[src/rtl/tx_8b10b_pkg.sv]
// Shared definitions for the 8b/10b transmit path: control-symbol byte values
// and the frame sequencer state encoding.
package tx_8b10b_pkg;

  localparam logic [7:0] SYM_K28_5 = 8'hBC;  // comma, idle fill and training
  localparam logic [7:0] SYM_K28_0 = 8'h1C;  // clock-compensation skip
  localparam logic [7:0] SYM_SOP   = 8'hFB;  // K27.7
  localparam logic [7:0] SYM_EOP   = 8'hFD;  // K29.7
  localparam logic [7:0] SYM_ABORT = 8'hFE;  // K30.7

  typedef enum logic [2:0] {
    OFF   = 3'd0,
    TRAIN = 3'd1,
    IDLE  = 3'd2,
    DATA  = 3'd3,
    EOP   = 3'd4,
    DRAIN = 3'd5
  } tx_state_t;

endpackage

[src/rtl/tx_frame_sequencer.sv]
// Drives K/ebi into the 8b/10b encoder once per SBYTECLK: comma training,
// idle fill with periodic skips, and SOP/data/EOP framing with abort on error.
module tx_frame_sequencer
  import tx_8b10b_pkg::*;
#(
  parameter int TRAIN_LEN     = 16,
  parameter int SKIP_INTERVAL = 64,
  parameter int MAX_PKT_LEN   = 256,
  parameter int LEN_W         = 9
) (
  input  logic       SBYTECLK,
  input  logic       reset,
  input  logic       enable,
  input  logic       pkt_valid,
  input  logic [7:0] pkt_data,
  input  logic       pkt_last,
  output logic       pkt_ready,
  output logic       K,
  output logic [7:0] ebi,
  output logic       link_up,
  output logic [7:0] abort_cnt
);

  localparam int TRAIN_W = $clog2(TRAIN_LEN + 1);
  localparam int SKIP_W  = $clog2(SKIP_INTERVAL);

  tx_state_t          r_state;
  logic [TRAIN_W-1:0] r_train_cnt;
  logic [SKIP_W-1:0]  r_skip_cnt;
  logic [LEN_W-1:0]   r_byte_cnt;
  logic               r_gap;
  logic               r_k;
  logic [7:0]         r_ebi;
  logic               r_link_up;
  logic [7:0]         r_abort_cnt;

  tx_state_t          w_state_nxt;
  logic [TRAIN_W-1:0] w_train_nxt;
  logic [SKIP_W-1:0]  w_skip_nxt;
  logic [LEN_W-1:0]   w_byte_nxt;
  logic               w_gap_nxt;
  logic               w_k_nxt;
  logic [7:0]         w_ebi_nxt;
  logic               w_link_nxt;
  logic               w_abort_inc;

  assign pkt_ready = (r_state == DATA) || (r_state == DRAIN);

  always_comb begin
    // NOTE: every combinational output gets a default first so no path through the case leaves a latch.
    w_state_nxt = r_state;
    w_train_nxt = r_train_cnt;
    w_skip_nxt  = r_skip_cnt;
    w_byte_nxt  = r_byte_cnt;
    w_gap_nxt   = r_gap;
    w_k_nxt     = 1'b1;
    w_ebi_nxt   = SYM_K28_5;
    w_link_nxt  = 1'b1;
    w_abort_inc = 1'b0;

    case (r_state)
      OFF: begin
        w_link_nxt = 1'b0;
        if (enable) begin
          w_state_nxt = TRAIN;
          w_train_nxt = '0;
          w_skip_nxt  = '0;
        end
      end

      TRAIN: begin
        // link_up rises with the first symbol IDLE emits, not with the last comma
        w_link_nxt = 1'b0;
        if (!enable) begin
          w_state_nxt = OFF;
        end else if (r_train_cnt == TRAIN_W'(TRAIN_LEN - 1)) begin
          w_state_nxt = IDLE;
          w_skip_nxt  = '0;
          w_gap_nxt   = 1'b0;
        end else begin
          w_train_nxt = r_train_cnt + 1'b1;
        end
      end

      IDLE: begin
        w_gap_nxt = 1'b0;
        if (!enable) begin
          w_state_nxt = OFF;
          w_link_nxt  = 1'b0;
        end else if (r_skip_cnt == SKIP_W'(SKIP_INTERVAL - 1)) begin
          w_ebi_nxt  = SYM_K28_0;
          w_skip_nxt = '0;
        end else if (pkt_valid && !r_gap) begin
          w_ebi_nxt   = SYM_SOP;
          w_state_nxt = DATA;
          w_byte_nxt  = '0;
        end else begin
          w_skip_nxt = r_skip_cnt + 1'b1;
        end
      end

      DATA: begin
        if (pkt_valid) begin
          if (r_byte_cnt < LEN_W'(MAX_PKT_LEN)) begin
            w_k_nxt    = 1'b0;
            w_ebi_nxt  = pkt_data;
            w_byte_nxt = r_byte_cnt + 1'b1;
            if (pkt_last) w_state_nxt = EOP;
          end else begin
            w_ebi_nxt   = SYM_ABORT;
            w_abort_inc = 1'b1;
            w_state_nxt = pkt_last ? IDLE : DRAIN;
          end
        end else begin
          w_ebi_nxt   = SYM_ABORT;
          w_abort_inc = 1'b1;
          w_state_nxt = DRAIN;
        end
      end

      EOP: begin
        // forces at least one idle-class symbol before the next SOP
        w_ebi_nxt   = SYM_EOP;
        w_state_nxt = IDLE;
        w_gap_nxt   = 1'b1;
      end

      DRAIN: begin
        if (pkt_valid && pkt_last) w_state_nxt = IDLE;
      end

      default: begin
        w_state_nxt = OFF;
        w_link_nxt  = 1'b0;
      end
    endcase
  end

  always_ff @(posedge SBYTECLK) begin
    if (reset) begin
      r_state     <= OFF;
      r_train_cnt <= '0;
      r_skip_cnt  <= '0;
      r_byte_cnt  <= '0;
      r_gap       <= 1'b0;
      r_k         <= 1'b1;
      r_ebi       <= SYM_K28_5;
      r_link_up   <= 1'b0;
      r_abort_cnt <= '0;
    end else begin
      // NOTE: state registers use non-blocking assignment so every register samples pre-edge values.
      r_state     <= w_state_nxt;
      r_train_cnt <= w_train_nxt;
      r_skip_cnt  <= w_skip_nxt;
      r_byte_cnt  <= w_byte_nxt;
      r_gap       <= w_gap_nxt;
      r_k         <= w_k_nxt;
      r_ebi       <= w_ebi_nxt;
      r_link_up   <= w_link_nxt;
      if (w_abort_inc && (r_abort_cnt != 8'hFF)) r_abort_cnt <= r_abort_cnt + 1'b1;
    end
  end

  assign K         = r_k;
  assign ebi       = r_ebi;
  assign link_up   = r_link_up;
  assign abort_cnt = r_abort_cnt;

endmodule

[config.mk]
export PLATFORM = sky130hd
export DESIGN_NAME = tx_frame_sequencer
export DESIGN_NICKNAME = d
export VERILOG_FILES = /design/src/rtl/tx_8b10b_pkg.sv /design/src/rtl/tx_frame_sequencer.sv
export SDC_FILE = /design/constraint.sdc
export NUM_CORES = 1
export LEC_CHECK = 0
export ABC_AREA = 1
export CAP_MARGIN = 20
export CORE_ASPECT_RATIO = 0.75
export CORE_UTILIZATION = 25
export DETAILED_ROUTE_END_ITERATION = 8
export GPL_ROUTABILITY_DRIVEN = 0
export PLACE_DENSITY = 0.43
export REMOVE_ABC_BUFFERS = 1
export SLEW_MARGIN = 5
export SYNTH_ARGS = -nofsm -noshare
export SYNTH_HDL_FRONTEND = slang
export SYNTH_SLANG_ARGS = --single-unit
[constraint.sdc]
create_clock -name SBYTECLK -period 2.2 [get_ports SBYTECLK]
set_input_delay 0.33 -clock SBYTECLK [delete_from_list [all_inputs] [get_ports SBYTECLK]]
set_output_delay 0.33 -clock SBYTECLK [all_outputs]
set_load 0.005 [all_outputs]
==> results.sh, run 1 <==
export IMPL_ctsLongestPathBuffers=2
export IMPL_vias=2144
export IMPL_tns_ns=0
export IMPL_slew_headroom=0.7141
export IMPL_peakVddDrop_mv=0.5510
export IMPL_drive_above_1_share=0.08947
export IMPL_hpwl_um=4395
export IMPL_antenna_found_initial=0
export IMPL_syn_area_per_cell_um2=6.574
export IMPL_finalWirelength_um=5832
export IMPL_die_area_um2=9381
export IMPL_violations="DRC"
export IMPL_io_buffers=31
export IMPL_grt_setup_unrepaired="false"
export IMPL_ys_ff_latch=42
export IMPL_die_w_um=111.5
export IMPL_final_cell_area_um2=2868
export IMPL_gr_total_overflow=0
export IMPL_finalCritPeriodShare=0.9057
export IMPL_skew_ns=0.009728
export IMPL_cts_tree="done"
export IMPL_hold_violations=0
export IMPL_clkLatencyLatePin_ns=0.29
export IMPL_htreeDepth=2
export IMPL_synthTopCellsByArea="dfxtp_1 (37%), nand2_1 (15%), nor2_1 (7.8%)"
export IMPL_post_route_min_period_ns=1.993
export IMPL_crit_path_start_kind="flip-flop"
export IMPL_seq_area_frac_synth=0.3740
export IMPL_grt_pass1_wl_um=9922
export IMPL_worst_endpoint_arrival_ns=1.66
export IMPL_layout_nets=397
export IMPL_rows=29
export IMPL_synth_top_cell_area_share=0.3740
export IMPL_wl_per_cell_um=11.95
export IMPL_worstMarginPinSlew_ns=0.4243
export IMPL_p_leak_uw=0.001170
export IMPL_yosys_warnings=0
export IMPL_vias_per_cell=4.393
export IMPL_die_y_um=84.13
export IMPL_final_antenna_net_count=0
export IMPL_crit_fanout=7
export IMPL_synthArstFlopShare=0
export IMPL_cap_violations=0
export IMPL_status="finished, violations left"
export IMPL_drv_slew=0
export IMPL_antenna_cells=0
export IMPL_synth_top_cell_by_area="dfxtp_1"
export IMPL_drc_errors=4
export IMPL_power_density_nw_per_um2=944.4
export IMPL_cp_end_kind="output pin"
export IMPL_cts_hold_buffers=0
export IMPL_max_freq_ghz=0.5019
export IMPL_final_cell_mix="nand2_1 (87), nor2_1 (47), dfxtp_1 (41)"
export IMPL_synth_edf_count=0
export IMPL_grt_max_degree=21
export IMPL_crit_type="flip-flop to output pin"
export IMPL_ys_flop_type="dfxtp_1"
export IMPL_clock_root_buffer="clkbuf_16"
export IMPL_netlist_instances=342
export IMPL_synth_cell_types=30
export IMPL_pin_count=32
export IMPL_finalPower_uw=2708
export IMPL_clk_pin_slew_ns=0.07
export IMPL_syn_cell_area_um2=2248
export IMPL_finalSetupViolCount=0
export IMPL_dr_first_iter_drc_count=146
export IMPL_dpl_cell_area_um2=2700
export IMPL_fillerInstances=955
export IMPL_areaGrowthSynthToFinish_pct=27.55
export IMPL_grt_pass1_vias=1984
export IMPL_cts_sinks=42
export IMPL_layout_commonest_cell="nand2_1"
export IMPL_grt_use_total=0.1350
export IMPL_cts_inserted_buffers=5
export IMPL_design_core_area_um2=8600
export IMPL_dr_pass1_iters=8
export IMPL_required_ns=1.87
export IMPL_hold_path_class="flip-flop to flip-flop"
export IMPL_start_util=0.2615
[cells in the mapped netlist (all sizes together), types with 3 or more instances]
master  count
inv        42
nand4       6
dfxtp      42
nand2      94
o21ai      17
clkbuf      3
nor2       54
a21oi      23
xor2        4
ha          5
nand3      31
nor3        8
a31oi       3
[stage by stage]
step                      utilization  instances  setup WS (ns)  hold slack [ns]
after floorplan                     -        337         0.6277           0.3991
after global placement         0.3140        480         0.2655           0.4647
after detailed placement       0.3140        480         0.2584           0.4726
after CTS                      0.3333        488         0.1246           0.4813
after global routing           0.3335        488         0.1178           0.5161
final                          0.3335        488         0.2075           0.4779
[registers in the layout, summed over array words and instances, names as in the netlist, 3 cells and up]
| signal | flops |
|---|---|
| r_byte_cnt | 9 |
| ebi | 8 |
| abort_cnt | 8 |
| r_train_cnt | 5 |
| r_skip_cnt | 6 |
| r_state | 3 |
[report_power, final]
part	switching [uW]	internal [uW]
combinational	555	335
clock	316	536
sequential	98.9	867
total	969	1740
[final cells by class]
| cell class | instances | area (um^2) | share of cell area |
|---|---|---|---|
| timing repair buffer | 35 | 340.3 | 0.1187 |
| inverter | 43 | 162.7 | 0.05672 |
| clock inverter | 2 | 37.54 | 0.01309 |
| clock buffer | 6 | 128.9 | 0.04494 |
| tap | 108 | 135.1 | 0.04712 |
| multi-input combinational | 252 | 1221 | 0.4258 |
| sequential | 42 | 842.1 | 0.2936 |
[worst paths after layout]
kind | from | to | slack, ns | depth (start not counted)
setup reg to reg | r_train_cnt[0]$_SDFFE_PP0P_ | r_state[1]$_SDFFE_PP0P_ | 0.38 | 11
hold reg to reg | r_byte_cnt[4]$_SDFFE_PP0P_ | r_byte_cnt[4]$_SDFFE_PP0P_ | 0.48 | 2
hold / removal | r_byte_cnt[4]$_SDFFE_PP0P_ | r_byte_cnt[4]$_SDFFE_PP0P_ | 0.48 | 2
setup / recovery | r_state[0]$_SDFFE_PP0P_ | pkt_ready | 0.21 | 3
[worst max-delay path, cell delays in order, from the launching register on]
cell	delay [ns]
dfxtp_1	0.45
inv_1	0.17
a21oi_1	0.21
clkdlybuf4s50_1	0.54
[layer usage]
metal / up-vias / wire, um / global-route usage
li1: 1165 / - / -
met1: 939 / 3408 / 0.2063
met2: 33 / 2083 / 0.1813
met3: 7 / 267 / 0.03249
met4: 0 / 73 / 0.04423
met5: - / 0 / 0
[cell families (layout without fill, tap and decap cells)]
kind of cell,count (synthesis),count (layout),synth area share
and+or+nand+nor,196,196,0.3884
AOI/OAI and AO/OA,46,46,0.1074
xor gates and xnor gates,5,5,0.01948
adders and majority gates,5,5,0.02782
DFF,42,42,0.3740
buffers and inverters,48,86,0.08291
[timing repair]
action | in CTS | in global routing
hold endpoints to repair | 0 | 0
endpoints found under the setup margin | 0 | 1
buffers inserted | 0 | 0
resized for setup | 0 | 1
(Power assumes the default switching activity.)
==> run 2: changes to the inputs <==
--- a/config.mk
+++ b/config.mk
@@ -8,10 +8,10 @@
 export ABC_AREA = 1
 export CAP_MARGIN = 20
 export CORE_ASPECT_RATIO = 0.75
-export CORE_UTILIZATION = 25
+export CORE_UTILIZATION = 28
 export DETAILED_ROUTE_END_ITERATION = 8
 export GPL_ROUTABILITY_DRIVEN = 0
-export PLACE_DENSITY = 0.43
+export PLACE_DENSITY = 0.47
 export REMOVE_ABC_BUFFERS = 1
 export SLEW_MARGIN = 5
 export SYNTH_ARGS = -nofsm -noshare
==> results.sh, run 2 (synthesis gave the netlist of run 1 again) <==
export IMPL_vias_per_cell=4.412
export IMPL_finalCritPeriodShare=0.9500
export IMPL_vias=2122
export IMPL_pin_count=32
export IMPL_required_ns=1.87
export IMPL_grt_pass1_vias=1916
export IMPL_r2r_end="r_state[1]$_SDFFE_PP0P_"
export IMPL_htreeDepth=2
export IMPL_die_y_um=79.61
export IMPL_routed_wl_met2_um=2064
export IMPL_crit_start="r_state[2]$_SDFFE_PP0P_"
export IMPL_grt_max_degree=15
export IMPL_layout_nets=397
export IMPL_tns_ns=0
export IMPL_antenna_found_initial=0
export IMPL_cap_violations=0
export IMPL_drv_slew=0
export IMPL_areaGrowthSynthToFinish_pct=24.65
export IMPL_io_buffers=31
export IMPL_holdPathStages=2
export IMPL_hold_violations=0
export IMPL_grt_pass1_wl_um=9425
export IMPL_r2r_cells=11
export IMPL_timing_hold_ws_ns=0.4802
export IMPL_reg2reg_setup_slack_ns=0.40
export IMPL_dr_first_iter_drc_count=113
export IMPL_power_density_nw_per_um2=877.1
export IMPL_die_w_um=105.5
export IMPL_final_antenna_net_count=0
export IMPL_post_route_min_period_ns=2.090
export IMPL_hpwl_um=4236
export IMPL_ctsLongestPathBuffers=2
export IMPL_cts_sinks=42
export IMPL_regMostFlops="r_byte_cnt"
export IMPL_die_area_um2=8396
export IMPL_peakVddDrop_mv=0.3978
export IMPL_worstMarginPinSlew_ns=0.4176
export IMPL_hold_path_class="flip-flop to flip-flop"
export IMPL_rows=27
export IMPL_crit_path_start_kind="flip-flop"
export IMPL_finalSetupViolCount=0
export IMPL_clock_root_buffer="clkbuf_8"
export IMPL_slew_headroom=0.7187
export IMPL_worstHoldEndpoint="r_byte_cnt[4]$_SDFFE_PP0P_"
export IMPL_layout_commonest_cell="nand2_1"
export IMPL_antenna_cells=0
export IMPL_wl_met1_um=3125
export IMPL_met3WireLength_um=316
export IMPL_gr_total_overflow=0
export IMPL_finalWirelength_um=5552
export IMPL_r2r_start="r_train_cnt[0]$_SDFFE_PP0P_"
export IMPL_grt_use_total=0.1435
export IMPL_p_leak_uw=0.001144
export IMPL_cts_tree="done"
export IMPL_drive_above_1_share=0.08947
export IMPL_clk_pin_slew_ns=0.09
export IMPL_clkLatencyLatePin_ns=0.29
export IMPL_dr_pass1_iters=5
export IMPL_routed_top_layer="met4"
export IMPL_max_freq_ghz=0.4785
export IMPL_skew_ns=0.005450
export IMPL_final_cell_mix="nand2_1 (87), nor2_1 (47), dfxtp_1 (41)"
export IMPL_min_from="r_byte_cnt[4]$_SDFFE_PP0P_"
export IMPL_fillerInstances=859
export IMPL_largest_reg_flops=9
export IMPL_grt_setup_unrepaired="false"
export IMPL_crit_fanout=7
export IMPL_wl_per_cell_um=11.54
export IMPL_drc_errors=0
export IMPL_start_util=0.2971
export IMPL_crit_type="flip-flop to output pin"
export IMPL_worst_endpoint_arrival_ns=1.76
export IMPL_cp_end_kind="output pin"
export IMPL_design_core_area_um2=7567
export IMPL_status="finished clean"
export IMPL_cts_inserted_buffers=5
run 2: layout make-up:
cell class                      instances  area (um^2)  area share
Tap cell                              101        126.4     0.04509
Clock inverter                          2        37.54     0.01339
Sequential cell                        42        842.1      0.3004
Multi-Input combinational cell        252         1221      0.4357
Clock buffer                            6        72.57     0.02589
Inverter                               43        162.7     0.05804
Timing Repair Buffer                   35        340.3      0.1214
run 2: per-layer routing:
layer	vias up	GRT usage
met4	0	0.03803
li1	1170	-
met5	-	0
met1	902	0.2140
met2	46	0.2039
met3	4	0.03102
run 2: what timing repair did:
action | 4_1_cts | 5_1_grt
setup endpoints to repair | 0 | 1
resized for setup | 0 | 1
buffers inserted | 0 | 0
hold buffers | 0 | 0
run 2: stage by stage:
| stage | instances | total power [uW] | util | area, um^2 | setup slack [ns] |
|---|---|---|---|---|---|
| floorplan | 337 | 1562 | - | 2225 | 0.6277 |
| global placement | 473 | 1848 | 0.3557 | 2691 | 0.2737 |
| detailed placement | 473 | 1845 | 0.3557 | 2691 | 0.2979 |
| CTS | 481 | 2478 | 0.3702 | 2801 | 0.08143 |
| global route | 481 | 2657 | 0.3704 | 2803 | 0.03115 |
| finish | 481 | 2458 | 0.3704 | 2803 | 0.1100 |
run 2: how the worst max path moves through the flow:
stage / endpoint / slack, ns / cells after the start
after floorplan: r_skip_cnt[2]$_SDFFE_PP0P_ / 0.63 / 11
after global placement: ebi[4]$_SDFF_PP1_ / 0.27 / 7
final: pkt_ready / 0.11 / 3
after detailed placement: r_byte_cnt[6]$_SDFFE_PP0P_ / 0.30 / 10
after global routing: pkt_ready / 0.03 / 3
after CTS: pkt_ready / 0.08 / 3
run 2: worst max-delay path, cell delays in order, from the launching register on:
cell and delay, ns:
dfxtp_1 0.53, nand2_1 0.18, a21oi_1 0.22, clkdlybuf4s50_1 0.54
run 2: report_power, final:
| group | leakage (uW) | switching (uW) | internal [uW] | total (uW) |
|---|---|---|---|---|
| logic | 0.000751 | 536 | 327 | 864 |
| registers | 0.000341 | 105 | 866 | 971 |
| clock network | 0.0000514 | 285 | 339 | 624 |
==> run 3: changes to the inputs <==
--- a/config.mk
+++ b/config.mk
@@ -9,6 +9,7 @@
 export CAP_MARGIN = 20
 export CORE_ASPECT_RATIO = 0.75
 export CORE_UTILIZATION = 28
+export CTS_CLUSTER_DIAMETER = 60
 export DETAILED_ROUTE_END_ITERATION = 8
 export GPL_ROUTABILITY_DRIVEN = 0
 export PLACE_DENSITY = 0.47
==> results of run 3 <==
No change in the layout: final DEF, timing and power equal those of run 2.
